[config.mk]
export PLATFORM = sky130hd
export DESIGN_NAME = reg_write_arbiter
export DESIGN_NICKNAME = d
export VERILOG_FILES = /design/src/rtl/reg_write_arbiter.sv
export SDC_FILE = /design/constraint.sdc
export NUM_CORES = 1
export LEC_CHECK = 0
export BUFFER_PORTS_ARGS = -buffer_cell sky130_fd_sc_hd__buf_2
export CORE_ASPECT_RATIO = 1.75
export CORE_MARGIN = 2
export CORE_UTILIZATION = 40
export CTS_CLUSTER_DIAMETER = 40
export CTS_CLUSTER_SIZE = 12
export DETAILED_ROUTE_END_ITERATION = 8
export HOLD_SLACK_MARGIN = 0.03
export PLACE_DENSITY_LB_ADDON = 0.3
export SYNTH_ARGS = -nofsm -noshare
export SYNTH_HDL_FRONTEND = slang
export SYNTH_SLANG_ARGS = --single-unit
[constraint.sdc]
create_clock -name clk -period 4 [get_ports clk]
set_clock_uncertainty 0.1 [all_clocks]
set_input_delay 0.6 -clock clk [delete_from_list [all_inputs] [get_ports clk]]
set_output_delay 0.6 -clock clk [all_outputs]
set_load 0.05 [all_outputs]
[src/rtl/reg_write_arbiter.sv]
// reg_write_arbiter: round-robin shared-register writer with burst-capped grants
module reg_write_arbiter #(
    parameter int N    = 4,
    parameter int W    = 8,
    parameter int MAXB = 4
) (
    input  logic           clk,
    input  logic           clr,
    input  logic [N-1:0]   req,
    input  logic [N*W-1:0] wdata,
    output logic [N-1:0]   gnt,
    output logic [W-1:0]   q,
    output logic           upd,
    output logic           busy
);
    localparam int PW = (N > 1) ? $clog2(N) : 1;
    localparam int CW = $clog2(MAXB + 1);
    localparam logic [CW-1:0] MAXC = CW'(MAXB);

    typedef enum logic {IDLE, BUSY} state_t;

    state_t          state_q, state_d;
    logic [N-1:0]    gnt_q, gnt_d, cand, hot;
    logic [W-1:0]    q_q, q_d;
    logic            upd_q, upd_d;
    logic [PW-1:0]   ptr_q, ptr_d, own, nxt, start, win;
    logic [CW-1:0]   cnt_q, cnt_d;
    logic            own_req, others, wr, rot;
    int              jj;

    // state register: every piece of state clears asynchronously on clr
    always_ff @(posedge clk or posedge clr) begin
        if (clr) begin
            state_q <= IDLE;
            gnt_q   <= '0;
            q_q     <= '0;
            upd_q   <= 1'b0;
            ptr_q   <= '0;
            cnt_q   <= '0;
        end else begin
            state_q <= state_d;
            gnt_q   <= gnt_d;
            q_q     <= q_d;
            upd_q   <= upd_d;
            ptr_q   <= ptr_d;
            cnt_q   <= cnt_d;
        end
    end

    // owner decode and round-robin search from ptr (idle) or owner+1 (busy)
    always_comb begin
        own = '0;
        for (int i = 0; i < N; i++)
            if (gnt_q[i]) own = PW'(i);
        nxt     = (own == PW'(N - 1)) ? '0 : own + PW'(1);
        own_req = |(req & gnt_q);
        cand    = req & ~gnt_q;
        others  = |cand;
        start   = (state_q == BUSY) ? nxt : ptr_q;
        win     = start;
        jj      = 0;
        for (int k = N - 1; k >= 0; k--) begin
            jj = int'(start) + k;
            if (jj >= N) jj = jj - N;
            if (cand[jj]) win = PW'(jj);
        end
        hot = {{(N-1){1'b0}}, 1'b1} << win;
    end

    // next state: busy exactly when some requester remains to be served
    always_comb begin
        state_d = (|req) ? BUSY : IDLE;
    end

    // grant, burst counter, pointer and register write decisions
    always_comb begin
        wr    = (state_q == BUSY) && own_req;
        rot   = (state_q == BUSY) && (!own_req || (cnt_q == MAXC && others));
        upd_d = wr;
        q_d   = wr ? wdata[int'(own)*W +: W] : q_q;
        ptr_d = rot ? nxt : ptr_q;
        if (state_q == IDLE || rot) begin
            gnt_d = others ? hot : '0;
            cnt_d = others ? CW'(1) : '0;
        end else begin
            gnt_d = gnt_q;
            cnt_d = (cnt_q == MAXC) ? cnt_q : cnt_q + CW'(1);
        end
    end

    assign gnt  = gnt_q;
    assign q    = q_q;
    assign upd  = upd_q;
    assign busy = (state_q == BUSY);
endmodule

==> flow_summary.ini <==
[logic_synthesis]
ys_ff_latch = 19
syn_inst = 147
synth_cell_types = 38
synthTopCellsByArea = dfrtp_1 36%, mux2i_1 12%, o21ai_0 8.0%, nand2_1 7.5%, nand2b_1 3.4%
synth_fp_nets = 187
synth-edff-count = 0
seq_area_frac_synth_pct = 36.4
yosys.area.top_type_share_pct = 36.4
synth_common_cells = 26 x nand2_1, 21 x o21ai_0, 19 x dfrtp_1, 16 x mux2i_1, 7 x nand2b_1
synth.most_common_cell = nand2_1
yosys_most_used_dff = dfrtp_1
syn_avg_cell_area_um2 = 8.89
synth_warnings = 0
synth_area_um2 = 1310
async_reset_ff_share_pct = 100
yosys.area.top_type = dfrtp_1

[setup_path]
slowest_delay_ns = 0.78
path_cells = nor2b_1, o21a_1, o32ai_2, nor2_1, a32o_1
required_ns = 4.04
r2r_start = gnt[2]
worstSetupPathType = reg2reg
end_kind = flip-flop
crit_arrival_ns = 2.16
critPathSlowestCell = dfrtp_1
crit_start = gnt[2]
critPathLaunchType = flip-flop
r2r_cells = 5
crit_fanout = 25

[flow_run]
maxCapViolCount = 0

[grt]
overflow = 0
grt_pass1_wl_um = 5160
grt_antenna_before_repair = 0
track_usage_pct = 19.2
grt_pass1_vias = 1194
grt_max_degree = 26

[cells_and_area]
seq_area_um2 = 475
final_net_count = 237
drive_above_1_share_pct = 32.1
multi_input_area_um2 = 771
diodes = 0
fin_cells = 239
nFillCells = 314
syn_to_final_growth_pct = 24.5

[floorplan]
start_util_pct = 41.6
die-height_um = 79.6
io_pins = 52
core_um2 = 3140
die_w_um = 47.2
rows = 27
dieArea_um2 = 3760

[status]
status = completed

[routing]
drtIter0Drc = 18
num_vias = 1262
drcViolationCount = 0
wirelength_um = 3330
via_per_inst = 5.28
drtAntennaViolNets = 0
routedWlPerCell_um = 13.9
drt-pass1-iter-count = 4

[clock_tree]
cts-root-buf = clkbuf_8
htree_levels = 1
cts_tree = done
cts_made_buffers = 3
clockBufferDepth = 2
cts_num_sinks = 19
clk_latency_ns = 0.25
postCtsSetupRepairBufs = 0
hold_buffers = 0
postCtsResizedCells = 0
clk_pin_slew_worst_paths_ns = 0.07

[min_path]
worstHoldPathType = in2async

[timing]
max_freq_ghz = 0.470
setup_viol = 0
period_minus_slack_ns = 2.13
worst_pin_slew_ns = 0.714
hold_viol_final = 0
fin_crit_sh_pct = 53.2
rsz0062_at_grt = false
slew_headroom_pct = 52.3
report.final.slew_viol_count = 0
finalSetupTns_ns = 0

[placement]
dp.cells = 235
port_buffers = 51
dp_hpwl_um = 2590
place.gp.congestion = 0.871

[power]
vdd_drop_max_v = 0.000468
p_total_mw = 1.21
power_leakage_nw = 0.760
power.density_nw_per_um2 = 742
## sequential cells by signal, summed over array words and instances, names as in the netlist
register	cells
ptr_q	2
q	8
cnt_q	3
busy	1
upd	1
gnt	4
## layout make-up
class	instances	share of cell area, %
multi-input cells	116	47.4
flip-flops and latches	19	29.2
repair buffers	52	16.2
well taps	43	3.31
clock buffers	4	2.77
inverters	5	1.15
## critical path: cells and delay by family (launching register included)
family           cells  cell delay (ns)
flip-flops           1             0.78
AO/OA/AOI/OAI        3             0.83
AND/OR/NAND/NOR      2             0.29
## per-layer routing
metal  part of all wire, %  global-route usage (%)
met5                     0                       0
met3                   4.8                    2.04
met1                    39                    21.5
met4                   1.5                    6.94
met2                    55                    34.9
## worst paths after layout
check,slack (ns),end
setup / recovery,1.87,gnt[2]
max in group asynchronous,3.00,ptr_q[1]
hold / removal,0.35,q[2]
min in group clk,0.38,q[0]
hold reg to reg,0.38,q[0]
setup reg to reg,1.87,gnt[2]
## layout by cell type (no fill, tap or decap), types with 2 or more instances in the layout
master and count:
buf_2 51, nand2_1 26, o21ai_0 21, dfrtp_1 19, mux2i_1 16, nand2b_1 7
nor2_1 6, inv_1 5, a21oi_1 4, clkbuf_8 3, a22o_1 2, o21ai_1 2
nor2b_1 2, and2b_1 2, o31ai_1 2, o211ai_1 2, nand3_1 2, a32o_1 2
nand4_1 2, ha_1 2
## logic make-up after synthesis
| group | after synthesis | synth area share [%] |
|---|---|---|
| multiplexers | 16 | 12.3 |
| adder cells (fa/ha/maj) | 2 | 1.92 |
| flip-flops | 19 | 36.4 |
| AND/OR/NAND/NOR | 53 | 21.6 |
| buffers and inverters | 12 | 4.60 |
| AO/OA/AOI/OAI | 45 | 23.3 |
## power by group
part	total, mW	switching [mW]	internal [mW]	leakage, nW
registers	0.375	0.104	0.272	0.235
logic	0.701	0.464	0.236	0.503
clock network	0.130	0.0596	0.0707	0.0228
## through the flow
step | cell area (um^2) | hold slack [ns] | util (%) | setup slack, ns
CTS | 1630 | 0.375 | 51.8 | 1.88
floorplan | 1310 | 0.371 | - | 2.10
global route | 1630 | 0.408 | 51.8 | 1.67
finish | 1630 | 0.354 | 51.8 | 1.87
global placement | 1580 | 0.370 | 50.3 | 1.97
detailed placement | 1580 | 0.367 | 50.3 | 1.93
(Power assumes the default switching activity.)
